$ cat src/rtl/rv32_rom_loader_if.sv
// Byte-stream input and instruction-memory write port of the boot ROM loader.
// The master drives the serial receiver side; the slave is the loader itself.
interface rv32_rom_loader_if #(
    parameter int unsigned ADDR_WIDTH = 12
);
    logic                  Start;
    logic [7:0]            RxData;
    logic                  RxValid;
    logic [ADDR_WIDTH-1:0] Address;
    logic [31:0]           Data;
    logic                  WriteEnable;
    logic                  Busy;
    logic                  Done;
    logic                  Error;

    modport master (
        output Start, RxData, RxValid,
        input  Address, Data, WriteEnable, Busy, Done, Error
    );

    modport slave (
        input  Start, RxData, RxValid,
        output Address, Data, WriteEnable, Busy, Done, Error
    );
endinterface

$ cat src/rtl/rv32_rom_loader.sv
// Serial boot loader: parses a length-prefixed, XOR-checksummed byte image
// and writes it word by word into instruction memory while holding the CPU in reset.
module rv32_rom_loader #(
    parameter int unsigned ADDR_WIDTH = 12
) (
    input logic             Clock,
    input logic             Reset,
    rv32_rom_loader_if.slave bus
);
    // Largest legal word count; clamped so the compare stays within 32 bits.
    localparam int unsigned Capacity = (ADDR_WIDTH >= 16) ? 32'h0001_0000 : (32'd1 << ADDR_WIDTH);

    typedef enum logic [2:0] {
        StIdle,
        StLenLo,
        StLenHi,
        StData,
        StCheck
    } state_e;

    state_e                state_q, state_d;
    logic [15:0]           len_q, len_d;
    logic [15:0]           cnt_q, cnt_d;
    logic [1:0]            idx_q, idx_d;
    logic [7:0]            csum_q, csum_d;
    logic [31:0]           word_q, word_d;
    logic [31:0]           data_q, data_d;
    logic [ADDR_WIDTH-1:0] addr_q, addr_d;
    logic                  we_q, we_d;
    logic                  busy_q, busy_d;
    logic                  done_q, done_d;
    logic                  error_q, error_d;
    logic [15:0]           len_full;

    assign len_full = {bus.RxData, len_q[7:0]};

    always_comb begin
        state_d = state_q;
        len_d   = len_q;
        cnt_d   = cnt_q;
        idx_d   = idx_q;
        csum_d  = csum_q;
        word_d  = word_q;
        data_d  = data_q;
        addr_d  = addr_q;
        we_d    = 1'b0;
        done_d  = done_q;
        error_d = error_q;

        // Address advances exactly once, in the cycle after each write strobe.
        if (we_q) begin
            addr_d = addr_q + 1'b1;
        end

        case (state_q)
            StIdle: begin
                if (bus.Start) begin
                    state_d = StLenLo;
                    done_d  = 1'b0;
                    error_d = 1'b0;
                    csum_d  = '0;
                    idx_d   = '0;
                    cnt_d   = '0;
                    addr_d  = '0;
                end
            end
            StLenLo: begin
                if (bus.RxValid) begin
                    len_d[7:0] = bus.RxData;
                    state_d    = StLenHi;
                end
            end
            StLenHi: begin
                if (bus.RxValid) begin
                    len_d[15:8] = bus.RxData;
                    if (len_full == 16'd0) begin
                        state_d = StCheck;
                    end else if ({16'd0, len_full} > Capacity) begin
                        state_d = StIdle;
                        error_d = 1'b1;
                    end else begin
                        state_d = StData;
                    end
                end
            end
            StData: begin
                if (bus.RxValid) begin
                    word_d[{idx_q, 3'b000} +: 8] = bus.RxData;
                    csum_d = csum_q ^ bus.RxData;
                    idx_d  = idx_q + 1'b1;
                    if (idx_q == 2'd3) begin
                        data_d = word_d;
                        we_d   = 1'b1;
                        cnt_d  = cnt_q + 16'd1;
                        // Leave for CHECK alongside the last write so a
                        // back-to-back checksum byte is not missed.
                        if ((cnt_q + 16'd1) == len_q) begin
                            state_d = StCheck;
                        end
                    end
                end
            end
            StCheck: begin
                if (bus.RxValid) begin
                    if (bus.RxData == csum_q) begin
                        done_d = 1'b1;
                    end else begin
                        error_d = 1'b1;
                    end
                    state_d = StIdle;
                end
            end
            default: begin
                state_d = StIdle;
            end
        endcase

        busy_d = (state_d != StIdle);
    end

    always_ff @(posedge Clock) begin
        if (Reset) begin
            state_q <= StIdle;
            len_q   <= '0;
            cnt_q   <= '0;
            idx_q   <= '0;
            csum_q  <= '0;
            word_q  <= '0;
            data_q  <= '0;
            addr_q  <= '0;
            we_q    <= 1'b0;
            busy_q  <= 1'b0;
            done_q  <= 1'b0;
            error_q <= 1'b0;
        end else begin
            state_q <= state_d;
            len_q   <= len_d;
            cnt_q   <= cnt_d;
            idx_q   <= idx_d;
            csum_q  <= csum_d;
            word_q  <= word_d;
            data_q  <= data_d;
            addr_q  <= addr_d;
            we_q    <= we_d;
            busy_q  <= busy_d;
            done_q  <= done_d;
            error_q <= error_d;
        end
    end

    assign bus.Address     = addr_q;
    assign bus.Data        = data_q;
    assign bus.WriteEnable = we_q;
    assign bus.Busy        = busy_q;
    assign bus.Done        = done_q;
    assign bus.Error       = error_q;
endmodule
$ cat src/flat_wrapper.sv
// flat-port wrapper written by rule: the top's interface ports become plain ports
module rv32_rom_loader_flat 
#(
    parameter int unsigned ADDR_WIDTH = 12
)
  (Clock, Reset, bus_Start, bus_RxData, bus_RxValid, bus_Address, bus_Data, bus_WriteEnable, bus_Busy, bus_Done, bus_Error);
  rv32_rom_loader_if #(.ADDR_WIDTH(ADDR_WIDTH)) bus_i ();
  input logic Clock;
  input logic Reset;
  input wire logic [$bits(bus_i.Start)-1:0] bus_Start;
  input wire logic [$bits(bus_i.RxData)-1:0] bus_RxData;
  input wire logic [$bits(bus_i.RxValid)-1:0] bus_RxValid;
  output wire logic [$bits(bus_i.Address)-1:0] bus_Address;
  output wire logic [$bits(bus_i.Data)-1:0] bus_Data;
  output wire logic [$bits(bus_i.WriteEnable)-1:0] bus_WriteEnable;
  output wire logic [$bits(bus_i.Busy)-1:0] bus_Busy;
  output wire logic [$bits(bus_i.Done)-1:0] bus_Done;
  output wire logic [$bits(bus_i.Error)-1:0] bus_Error;
  assign bus_i.Start = bus_Start;
  assign bus_i.RxData = bus_RxData;
  assign bus_i.RxValid = bus_RxValid;
  assign bus_Address = bus_i.Address;
  assign bus_Data = bus_i.Data;
  assign bus_WriteEnable = bus_i.WriteEnable;
  assign bus_Busy = bus_i.Busy;
  assign bus_Done = bus_i.Done;
  assign bus_Error = bus_i.Error;
  rv32_rom_loader #(.ADDR_WIDTH(ADDR_WIDTH)) u_core (.Clock(Clock), .Reset(Reset), .bus(bus_i));
endmodule
$ cat config.mk
export PLATFORM = sky130hd
export DESIGN_NAME = rv32_rom_loader_flat
export DESIGN_NICKNAME = d
export VERILOG_FILES = /design/src/rtl/rv32_rom_loader_if.sv /design/src/rtl/rv32_rom_loader.sv /design/src/flat_wrapper.sv
export SDC_FILE = /design/constraint.sdc
export NUM_CORES = 1
export LEC_CHECK = 0
export BUFFER_PORTS_ARGS = -buffer_cell sky130_fd_sc_hd__buf_2
export CAP_MARGIN = 20
export CORE_UTILIZATION = 45
export CTS_CLUSTER_SIZE = 24
export DETAILED_ROUTE_END_ITERATION = 12
export GPL_ROUTABILITY_DRIVEN = 0
export MAX_ROUTING_LAYER = met4
export SYNTH_ARGS = -nofsm -noshare
export SYNTH_HDL_FRONTEND = slang
export SYNTH_SLANG_ARGS = --single-unit
$ cat constraint.sdc
create_clock -name Clock -period 3.12 [get_ports Clock]
set_clock_uncertainty 0.15 [all_clocks]
set_input_delay 0.624 -clock Clock [delete_from_list [all_inputs] [get_ports Clock]]
set_output_delay 0.624 -clock Clock [all_outputs]
set_load 0.01 [all_outputs]
==> results of run 1 <==
==> metrics by stage <==
stage | total power [mW] | hold slack [ns] | std cells
after floorplan | 1.77 | 0.298 | 692
after global placement | 1.83 | 0.312 | 883
after detailed placement | 1.83 | 0.314 | 883
after CTS | 3.70 | 0.322 | 915
after global routing | 3.79 | 0.350 | 915
final | 3.66 | 0.319 | 915
==> flip-flops by register name, indices dropped and copies added, names as in the netlist <==
name                    count
u_core.bus.Address         12
u_core.bus.Busy             1
u_core.bus.Data            32
u_core.bus.Done             1
u_core.bus.Error            1
u_core.bus.WriteEnable      1
u_core.cnt_q               16
u_core.csum_q               8
u_core.idx_q                2
u_core.len_q               16
u_core.state_q              3
u_core.word_q              32
==> synth_stat cells, types with 3 or more instances <==
library cell | instances | area share
and2_1 | 5 | 0.0053
nor4_1 | 5 | 0.0053
nor2_1 | 123 | 0.078
buf_2 | 10 | 0.0085
nor3_1 | 40 | 0.034
a31oi_1 | 7 | 0.0074
and2_0 | 3 | 0.0032
a311oi_1 | 3 | 0.0045
nand2b_1 | 6 | 0.0064
a21oi_1 | 32 | 0.027
nor4_4 | 3 | 0.011
nand3b_1 | 13 | 0.017
inv_1 | 4 | 0.0026
nor4b_2 | 3 | 0.0077
xor2_1 | 19 | 0.028
nand3_1 | 14 | 0.012
xnor2_1 | 22 | 0.033
and3_1 | 5 | 0.0053
dfxtp_1 | 125 | 0.43
mux2i_1 | 10 | 0.017
clkbuf_1 | 43 | 0.027
a221oi_1 | 35 | 0.052
nor2b_1 | 3 | 0.0032
nand2_1 | 47 | 0.030
ha_1 | 8 | 0.017
a211oi_1 | 3 | 0.0038
a22oi_1 | 32 | 0.041
and4_1 | 3 | 0.0045
o21ai_0 | 21 | 0.018
nand4_1 | 7 | 0.0074
==> how the worst max path moves through the flow <==
stage	from	slack, ns	to	cells after the start
floorplan	u_core.idx_q[0]	0.83	u_core.word_q[0]	7
global placement	u_core.cnt_q[0]	0.75	u_core.state_q[0]	6
detailed placement	u_core.cnt_q[0]	0.64	u_core.state_q[0]	7
CTS	u_core.cnt_q[0]	0.64	u_core.state_q[0]	7
global route	u_core.cnt_q[0]	0.39	u_core.state_q[0]	7
finish	u_core.cnt_q[0]	0.61	u_core.state_q[0]	7
==> routing by layer <==
layer | vias to the layer above | part of all wire | GRT usage
met3 | 21 | 0.043 | 0.0498
met5 | - | 0 | -
met1 | 2503 | 0.46 | 0.293
li1 | 2542 | - | -
met4 | 0 | 0.018 | 0.101
met2 | 122 | 0.48 | 0.395
==> area by class of cell <==
cell class / instances / share of cell area
Multi-Input combinational cell: 503 / 0.456
Inverter: 8 / 0.00438
Tap cell: 172 / 0.0314
Timing Repair Buffer: 75 / 0.0610
Sequential cell: 125 / 0.365
Clock inverter: 12 / 0.0164
Clock buffer: 20 / 0.0652
==> power groups by stage <==
stage | Clock [mW] | Sequential (mW) | Combinational, mW
after floorplan | 0 | 1.65 | 0.121
after global placement | 0 | 1.66 | 0.168
after detailed placement | 0 | 1.66 | 0.171
after CTS | 1.90 | 1.62 | 0.171
after global routing | 1.97 | 1.63 | 0.188
final | 1.86 | 1.63 | 0.171
==> critical path, cell delays in order (launching register included) <==
cell and delay [ns]:
dfxtp_1 0.46, ha_1 0.36, and3_1 0.35, a31oi_1 0.15
a211o_1 0.29, a31oi_1 0.28, nor2b_1 0.09, a221oi_1 0.27
==> cells by family (layout without fill, tap and decap cells) <==
| family | Yosys count | count (layout) | synth area share |
|---|---|---|---|
| buffers and inverters | 64 | 115 | 0.0438 |
| muxes | 11 | 11 | 0.0189 |
| adders and majority gates | 8 | 8 | 0.0170 |
| xor gates and xnor gates | 42 | 42 | 0.0638 |
| AOI/OAI and AO/OA | 144 | 144 | 0.170 |
| and+or+nand+nor | 298 | 298 | 0.261 |
| DFF | 125 | 125 | 0.425 |
==> out/qor.json, run 1 <==
{
  "outcome": "completed",
  "antenna-diode-count": 0,
  "finish.utilization": 0.541,
  "syn_area_per_cell_um2": 8.51,
  "power.switching_fraction": 0.240,
  "combPwrFrac": 0.047,
  "num-fill-cells": 1179,
  "floorplan.initialDensity": 0.465,
  "area_after_dpl_um2": 6290,
  "clock.fmax_mhz": 399,
  "synth.cell_area_um2": 5890,
  "fin_setup_tns_ns": 0,
  "maxCapViolations": 0,
  "route.antenna.remaining_nets": 0,
  "relSlewSlack": 0.424,
  "endpoint_required_time_on_the_critical_path_ns": 3.29,
  "buffer_ports.inserted": 59,
  "core_um2": 12700,
  "die_w_um": 116,
  "stdcell_area_um2": 6850,
  "worst-slew-pin-transition_ns": 0.859,
  "postRouteWirelength_mm": 15.1,
  "detailed_placer_s_ending_hpwl_mm": 9.87,
  "synthFlopType": "dfxtp_1",
  "final_net_count": 750,
  "multi_input_gate_area_in_the_final_layout_um2": 3130,
  "numClockSinks": 125,
  "gr-total-overflow": 0,
  "worst-r2r-cell-count": 7,
  "worst_setup_hold_path_clk_slew_ns": 0.06,
  "finalCritPeriodShare": 0.803,
  "yosys_register_bits": 125,
  "p_per_area_nw_per_um2": 534,
  "top_library_cells_by_usage_in_the_layout_fill_and_taps_aside": "dfxtp_1, nor2_1, buf_2, nand2_1, nor3_1",
  "rsz0062_at_grt": "no",
  "post_cts_resize_count": 0,
  "share_seq_of_total_power": 0.444,
  "synthesis.nets": 712,
  "worst_skew_pair.late_latency_ns": 0.42,
  "power_report.internal_total_mw": 2.78,
  "grt_usage": 0.243,
  "drc": 0,
  "postCtsSetupRepairBufs": 0,
  "cts_made_buffers": 17,
  "drt-pass1-iter-count": 5,
  "design.portCount": 60,
  "r2r_end": "u_core.state_q[0]",
  "hold-path-endpoint": "u_core.len_q[12]",
  "die-area_um2": 13500,
  "ff_latch_area_um2": 2500,
  "syn-instance-count": 692,
  "static_power_due_to_leakage_nw": 2.59,
  "clock_tree.buffer_depth": 2,
  "cts_root_buffer": "clkbuf_16",
  "maximum_resistive_drop_on_vdd_v": 0.000400,
  "grt_pass1_wl_mm": 24.2,
  "worstSetupStartpointType": "flip-flop",
  "initial_antenna_violation_count": 0,
  "synthArstFlopShare": 0,
  "synth_enable_flop_cells": 0,
  "die_h_um": 116,
  "min_path_cells": 2,
  "detail_route.vias_per_cell": 5.67,
  "tritoncts_clock_tree": "built",
  "timing.reg2reg.setup_slack_ns": 0.61,
  "most_common_library_cell_in_the_layout_ignoring_fill_and_taps": "dfxtp_1",
  "cts-hold-fix-buffers": 0,
  "timing.rr.start": "u_core.cnt_q[0]",
  "synth.yosys.warnings": 0,
  "timing.final.hold_violations": 0,
  "final_layout_size_suffix_gt1_frac": 0.175,
  "vias": 5188,
  "max_h_tree_level": 4,
  "area_growth_syn_to_layout_pct": 16.4,
  "worst_setup_path_end_kind": "flip-flop",
  "critical_path.max_fanout": 8,
  "grt_pass1_vias": 4780,
  "min_cycle_time_layout_ns": 2.51,
  "clkPwrFrac": 0.509,
  "detailedRoute.firstIterationViolations": 517,
  "total_switching_power_mw": 0.877,
  "row_count": 41,
  "timing.hold.worst.start": "u_core.len_q[12]",
  "final_setup_violations": 0,
  "synth.lib_cells_used.distinct": 61,
  "drv_slew": 0,
  "pin_count_of_the_biggest_net_entering_global_routing": 70,
  "place_worst_setup_slack_ns": 0.644,
  "post-route-worst-setup-slack_ns": 0.614,
  "worst-endpoint-arrival_ns": 2.68,
  "synth.yosys.seq_area_share": 0.425,
  "criticalPathCategory": "reg2reg",
  "post_drt_wl_per_cell_um": 16.5,
  "timing.hold.worst.class": "reg2reg"
}
(Power assumes the default switching activity.)
==> run 2: changes to the inputs <==
--- a/config.mk
+++ b/config.mk
@@ -5,6 +5,7 @@
 export SDC_FILE = /design/constraint.sdc
 export NUM_CORES = 1
 export LEC_CHECK = 0
+export ABC_AREA = 1
 export BUFFER_PORTS_ARGS = -buffer_cell sky130_fd_sc_hd__buf_2
 export CAP_MARGIN = 20
 export CORE_UTILIZATION = 45
@@ -12,6 +13,7 @@
 export DETAILED_ROUTE_END_ITERATION = 12
 export GPL_ROUTABILITY_DRIVEN = 0
 export MAX_ROUTING_LAYER = met4
+export PLACE_DENSITY = 0.66
 export SYNTH_ARGS = -nofsm -noshare
 export SYNTH_HDL_FRONTEND = slang
 export SYNTH_SLANG_ARGS = --single-unit
==> constraint.sdc (replaced) <==
create_clock -name Clock -period 2.1 [get_ports Clock]
set_clock_uncertainty 0.15 [all_clocks]
set_input_delay 0.42 -clock Clock [delete_from_list [all_inputs] [get_ports Clock]]
set_output_delay 0.42 -clock Clock [all_outputs]
set_load 0.01 [all_outputs]
==> run 2 against run 1 <==
Compared with the run above: clock power increased by 60%; global-route usage decreased by 1.3 points; critical path depth increased by 8; flip-flop and latch count unchanged; worst setup slack got worse by 0.55 ns; total power increased by 66%; via count increased by 9.7%; non-clock buffer count increased by 12; critical endpoint is now u_core.state_q[1]; largest power group unchanged.
==> out/qor.json, run 2 <==
{
  "outcome": "completed",
  "drt-pass1-iter-count": 5,
  "synth.yosys.seq_area_share": 0.418,
  "worst-slew-pin-transition_ns": 0.501,
  "buffer_ports.inserted": 59,
  "maximum_resistive_drop_on_vdd_v": 0.000524,
  "die_h_um": 117,
  "cts_made_buffers": 17,
  "core_um2": 12800,
  "worstSetupStartpointType": "flip-flop",
  "clock_tree.buffer_depth": 2,
  "critical_path.max_fanout": 8,
  "timing.hold.worst.start": "bus_RxData[4]",
  "vias": 5689,
  "maxCapViolations": 0,
  "final_net_count": 946,
  "timing.rr.start": "u_core.cnt_q[1]",
  "report.power.total_mw": 6.06,
  "power_report.internal_total_mw": 4.56,
  "pin_count_of_the_biggest_net_entering_global_routing": 79,
  "finalCritPeriodShare": 0.972,
  "detail_route.vias_per_cell": 5.13,
  "total_switching_power_mw": 1.49,
  "synth_top_cells_by_area": "dfxtp_1, nand2_1, a21oi_1",
  "yosys.area.top_type_share": 0.418,
  "place_worst_setup_slack_ns": -0.0434,
  "most_common_library_cell_in_the_layout_ignoring_fill_and_taps": "nand2_1",
  "synth_largest_area_cell": "dfxtp_1",
  "yosys_register_bits": 125,
  "syn-instance-count": 865,
  "grt_usage": 0.230,
  "layoutNonFillerInstCount": 1110,
  "endpoint_required_time_on_the_critical_path_ns": 2.29,
  "row_count": 41,
  "die-area_um2": 13800,
  "synthesis.nets": 885,
  "rsz0062_at_grt": "yes",
  "relSlewSlack": 0.666,
  "drv_slew": 0,
  "place.detailed.instances": 1075,
  "finish.utilization": 0.565,
  "setup.worst_path.start": "u_core.cnt_q[1]",
  "timing.hold.worst.class": "in2reg",
  "gr-total-overflow": 0,
  "drc": 0,
  "numClockSinks": 125,
  "min_cycle_time_layout_ns": 2.04,
  "route.antenna.remaining_nets": 0,
  "synth.yosys.warnings": 0,
  "cts_root_buffer": "clkbuf_16",
  "top_library_cells_by_usage_in_the_layout_fill_and_taps_aside": "nand2_1, dfxtp_1, a21oi_1, inv_1, o21ai_0",
  "power.switching_fraction": 0.247,
  "stdcell_area_um2": 7220,
  "synth.cells.most_frequent": "nand2_1, dfxtp_1, a21oi_1, inv_1, o21ai_0",
  "combPwrFrac": 0.095,
  "detailedRoute.firstIterationViolations": 443,
  "grt_pass1_wl_mm": 25.0,
  "clkPwrFrac": 0.493,
  "final_layout_size_suffix_gt1_frac": 0.162,
  "synthFlopType": "dfxtp_1",
  "worst_setup_hold_path_clk_slew_ns": 0.06,
  "final_setup_violations": 0,
  "grt_pass1_vias": 5142,
  "antenna-diode-count": 0,
  "post-route-worst-setup-slack_ns": 0.0592,
  "synth_enable_flop_cells": 0,
  "criticalPathCategory": "reg2reg",
  "design.portCount": 60,
  "tritoncts_clock_tree": "built",
  "fin_setup_tns_ns": 0,
  "worst-endpoint-arrival_ns": 2.23,
  "whs_ns": 0.198,
  "syn_area_per_cell_um2": 6.92,
  "clock.fmax_mhz": 490,
  "static_power_due_to_leakage_nw": 2.80,
  "worst_skew_pair.late_latency_ns": 0.41,
  "die_w_um": 117,
  "synth.cell_area_um2": 5990,
  "postRouteWirelength_mm": 15.1,
  "max_h_tree_level": 4,
  "worst_setup_path_end_kind": "flip-flop",
  "synthArstFlopShare": 0,
  "share_seq_of_total_power": 0.412,
  "post_drt_wl_per_cell_um": 13.6,
  "initial_antenna_violation_count": 0,
  "p_per_area_nw_per_um2": 839,
  "area_growth_syn_to_layout_pct": 20.5,
  "timing.final.hold_violations": 0,
  "area_after_dpl_um2": 6520,
  "synth.lib_cells_used.distinct": 35,
  "post-synth-top-count-cell": "nand2_1",
  "detailed_placer_s_ending_hpwl_mm": 10.2,
  "floorplan.initialDensity": 0.469
}
run 2: final cells by class:
| type | instances | area [um2] |
|---|---|---|
| multi-input combinational | 601 | 3020 |
| clock inverter | 9 | 136 |
| clock buffer | 22 | 464 |
| timing repair buffer | 87 | 518 |
| sequential | 125 | 2510 |
| tap | 172 | 215 |
| fill | 1245 | 5560 |
| inverter | 94 | 353 |
run 2: power groups by stage:
stage / clock network, mW / logic [mW] / registers, mW
2_1_floorplan: 0 / 0.391 / 2.53
3_3_place_gp: 0 / 0.545 / 2.54
3_5_place_dp: 0 / 0.549 / 2.54
4_1_cts: 3.03 / 0.554 / 2.49
5_1_grt: 3.11 / 0.647 / 2.50
6_report: 2.98 / 0.577 / 2.49
run 2: critical path, cell delays in order (launching register included):
cell	delay, ns
dfxtp_4	0.36
ha_4	0.16
nand2_4	0.07
nor2_4	0.22
nand4_1	0.17
buf_4	0.18
nand2_1	0.06
nand2_1	0.04
nand2_1	0.05
nor2_1	0.04
nand2_1	0.06
nor2_2	0.04
nand2_2	0.07
nand2_2	0.07
buf_4	0.14
a21oi_1	0.10
run 2: path summary, 6_finish.rpt:
| kind | end | cells after the start | slack, ns |
|---|---|---|---|
| hold / removal | u_core.csum_q[4] | 4 | 0.20 |
| hold reg to reg | u_core.bus.Data[21] | 2 | 0.31 |
| setup reg to reg | u_core.state_q[1] | 15 | 0.06 |
| setup / recovery | u_core.state_q[1] | 15 | 0.06 |
run 2: routing by layer:
metal  part of all wire  wire length [um]  GRT usage  up-vias
li1                   -                 -          -     2965
met3              0.043               655     0.0467       19
met1               0.47              7160      0.293     2579
met5                  0                 0          -        -
met4              0.017               257     0.0828        0
met2               0.47              7040      0.361      126
run 2: cells by family after synthesis:
group / Yosys count / share of synthesized area
adder cells (fa/ha/maj): 8 / 0.0167
AND/OR/NAND/NOR: 379 / 0.275
flip-flops: 125 / 0.418
AO/OA/AOI/OAI: 198 / 0.173
XOR/XNOR: 16 / 0.0282
buffers and inverters: 139 / 0.0886
run 2: repair_timing:
action	in CTS	in global routing
setup endpoints to repair	1	5
pin swaps	3	9
buffers inserted	0	4
hold buffers	0	0
resized for setup	5	15
==> run 3: changes to the inputs <==
--- a/config.mk
+++ b/config.mk
@@ -8,12 +8,15 @@
 export ABC_AREA = 1
 export BUFFER_PORTS_ARGS = -buffer_cell sky130_fd_sc_hd__buf_2
 export CAP_MARGIN = 20
+export CORE_ASPECT_RATIO = 1.75
 export CORE_UTILIZATION = 45
+export CTS_BUF_LIST = sky130_fd_sc_hd__clkbuf_8
 export CTS_CLUSTER_SIZE = 24
 export DETAILED_ROUTE_END_ITERATION = 12
 export GPL_ROUTABILITY_DRIVEN = 0
 export MAX_ROUTING_LAYER = met4
 export PLACE_DENSITY = 0.66
+export SLEW_MARGIN = 20
 export SYNTH_ARGS = -nofsm -noshare
 export SYNTH_HDL_FRONTEND = slang
 export SYNTH_SLANG_ARGS = --single-unit
==> run 3 against run 2 <==
Compared with the run above: clock-buffer cell count is 4 lower; register-to-register slack about the same; cell area shrank 1.2%; critical path depth fell by 1; first-iteration DRC count down 24%; clock power shrank 26%; die area rose by 0.13%; total power down 12%; utilization shrank 1.4 points; flip-flop and latch count unchanged.
==> out/qor.json, run 3 (synthesized netlist as in run 2, its figures left out) <==
{
  "setup.worst_path.start": "u_core.cnt_q[0]",
  "most_common_library_cell_in_the_layout_ignoring_fill_and_taps": "nand2_1",
  "critical_path.max_fanout": 8,
  "final_setup_violations": 0,
  "p_per_area_nw_per_um2": 745,
  "finish.utilization": 0.551,
  "area_growth_syn_to_layout_pct": 19.1,
  "endpoint_required_time_on_the_critical_path_ns": 2.29,
  "critPathSlowestCell": "dfxtp_2",
  "clock.fmax_mhz": 492,
  "timing.hold.worst.class": "in2reg",
  "detailedRoute.firstIterationViolations": 335,
  "drc": 0,
  "die_h_um": 155,
  "worst-endpoint-arrival_ns": 2.23,
  "highest_layer": "met4",
  "finalCritPeriodShare": 0.967,
  "place.detailed.instances": 1083,
  "worst_skew_pair.late_latency_ns": 0.45,
  "relSlewSlack": 0.667,
  "row_count": 55,
  "met3WireLength_um": 494,
  "detail_route.vias_per_cell": 5.17,
  "timing.rr.start": "u_core.cnt_q[0]",
  "die_w_um": 89.2,
  "floorplan.initialDensity": 0.463,
  "rsz0062_at_grt": "yes",
  "worst_stage_delay_on_the_critical_path_ns": 0.36,
  "worst-slew-pin-transition_ns": 0.495,
  "maximum_resistive_drop_on_vdd_v": 0.000448,
  "crit_path_frequent_cell": "nand2_1",
  "top_library_cells_by_usage_in_the_layout_fill_and_taps_aside": "nand2_1, dfxtp_1, a21oi_1, inv_1, o21ai_0",
  "worst_setup_path_end_kind": "flip-flop",
  "max_h_tree_level": 4,
  "initial_antenna_violation_count": 0,
  "grt_pass1_wl_mm": 25.5,
  "timing.reg2reg.setup_slack_ns": 0.07,
  "final_layout_size_suffix_gt1_frac": 0.176,
  "detailed_placer_s_ending_hpwl_mm": 11.3,
  "buffer_ports.inserted": 59,
  "cts_root_buffer": "clkbuf_8",
  "worst_setup_hold_path_clk_slew_ns": 0.08,
  "timing.hold.worst.start": "bus_RxData[4]",
  "route.antenna.remaining_nets": 0,
  "timing.final.hold_violations": 0,
  "maxCapViolations": 0,
  "min_cycle_time_layout_ns": 2.03,
  "post_drt_wl_per_cell_um": 14.1,
  "core_um2": 12900,
  "clock_tree.buffer_depth": 2,
  "whs_ns": 0.171,
  "area_after_dpl_um2": 6610,
  "die-area_um2": 13800,
  "outcome": "completed",
  "worstSetupStartpointType": "flip-flop",
  "stdcell_area_um2": 7130,
  "tritoncts_clock_tree": "built",
  "postRouteWirelength_mm": 15.7,
  "num-fill-cells": 1338,
  "drt-pass1-iter-count": 5,
  "vias": 5783,
  "grt_usage": 0.248,
  "numClockSinks": 125,
  "wl_met2_mm": 8.38,
  "drv_slew": 0,
  "gr-total-overflow": 0,
  "design.portCount": 60,
  "static_power_due_to_leakage_nw": 2.78,
  "worstPathCellList": "ha_4 -> nand2_4 -> nor2_4 -> nand4_1 -> nand3_1 -> nand2_1 -> nor2_1 -> nand2_1 -> nor2_2 -> nand2_2 -> nand2_2 -> nand3_1 -> nand2_1 -> nand2_1",
  "pin_count_of_the_biggest_net_entering_global_routing": 79,
  "final_net_count": 956,
  "layoutNonFillerInstCount": 1119,
  "antenna-diode-count": 0,
  "route.layer.met1.wl_mm": 6.25,
  "cts_made_buffers": 17,
  "report.power.total_mw": 5.31,
  "grt_pass1_vias": 5379,
  "criticalPathCategory": "reg2reg"
}
-- run 3: changes by cell type in the layout (fill, tap and decap cells not counted), moves of 3 or more --
cell / previous run / this run
dfxtp_2: 2 / 5
clkbuf_8: 2 / 18
clkbuf_1: 3 / 0
clkbuf_16: 17 / 0
buf_4: 27 / 34
-- run 3: report_power, final --
group | switching [mW] | internal, mW
registers | 0.0538 | 2.43
logic | 0.390 | 0.214
clock network | 1.01 | 1.21
total | 1.46 | 3.85
-- run 3: final timing paths --
kind	endpoint	depth (start not counted)
setup / recovery	u_core.bus.Busy	14
hold / removal	u_core.csum_q[4]	4
setup reg to reg	u_core.bus.Busy	14
hold reg to reg	u_core.word_q[18]	2
-- run 3: area by class of cell --
| type | count | area [um2] | area share |
|---|---|---|---|
| Tap cell | 171 | 214 | 0.0300 |
| Timing Repair Buffer | 97 | 622 | 0.0872 |
| Sequential cell | 125 | 2510 | 0.352 |
| Clock inverter | 13 | 165 | 0.0232 |
| Multi-Input combinational cell | 601 | 3020 | 0.423 |
| Inverter | 94 | 353 | 0.0495 |
| Clock buffer | 18 | 248 | 0.0347 |
-- run 3: metrics by stage --
stage	setup WS [ns]	setup TNS [ns]
global route	-0.176	-0.406
detailed placement	-0.0503	-0.0503
floorplan	0.109	0
CTS	0.00308	0
finish	0.0689	0
global placement	0.0321	0
-- run 3: per-layer routing --
layer,global-route usage,vias up
met2,0.429,117
met3,0.0416,41
met4,0.134,0
met5,-,-
li1,-,2970
met1,0.261,2655
-- run 3: critical path: cells and delay by family, from the launching register on --
family | cells | cell delay (ns)
simple gates | 13 | 1.24
fa+ha+maj | 1 | 0.16
flops | 1 | 0.36
-- run 3: timing repair --
action	in CTS	in global routing
setup endpoints to repair	1	5
gates resized for setup	2	21
cloned	0	0
hold buffers	0	0
pin swaps	2	7
buffers inserted	1	4
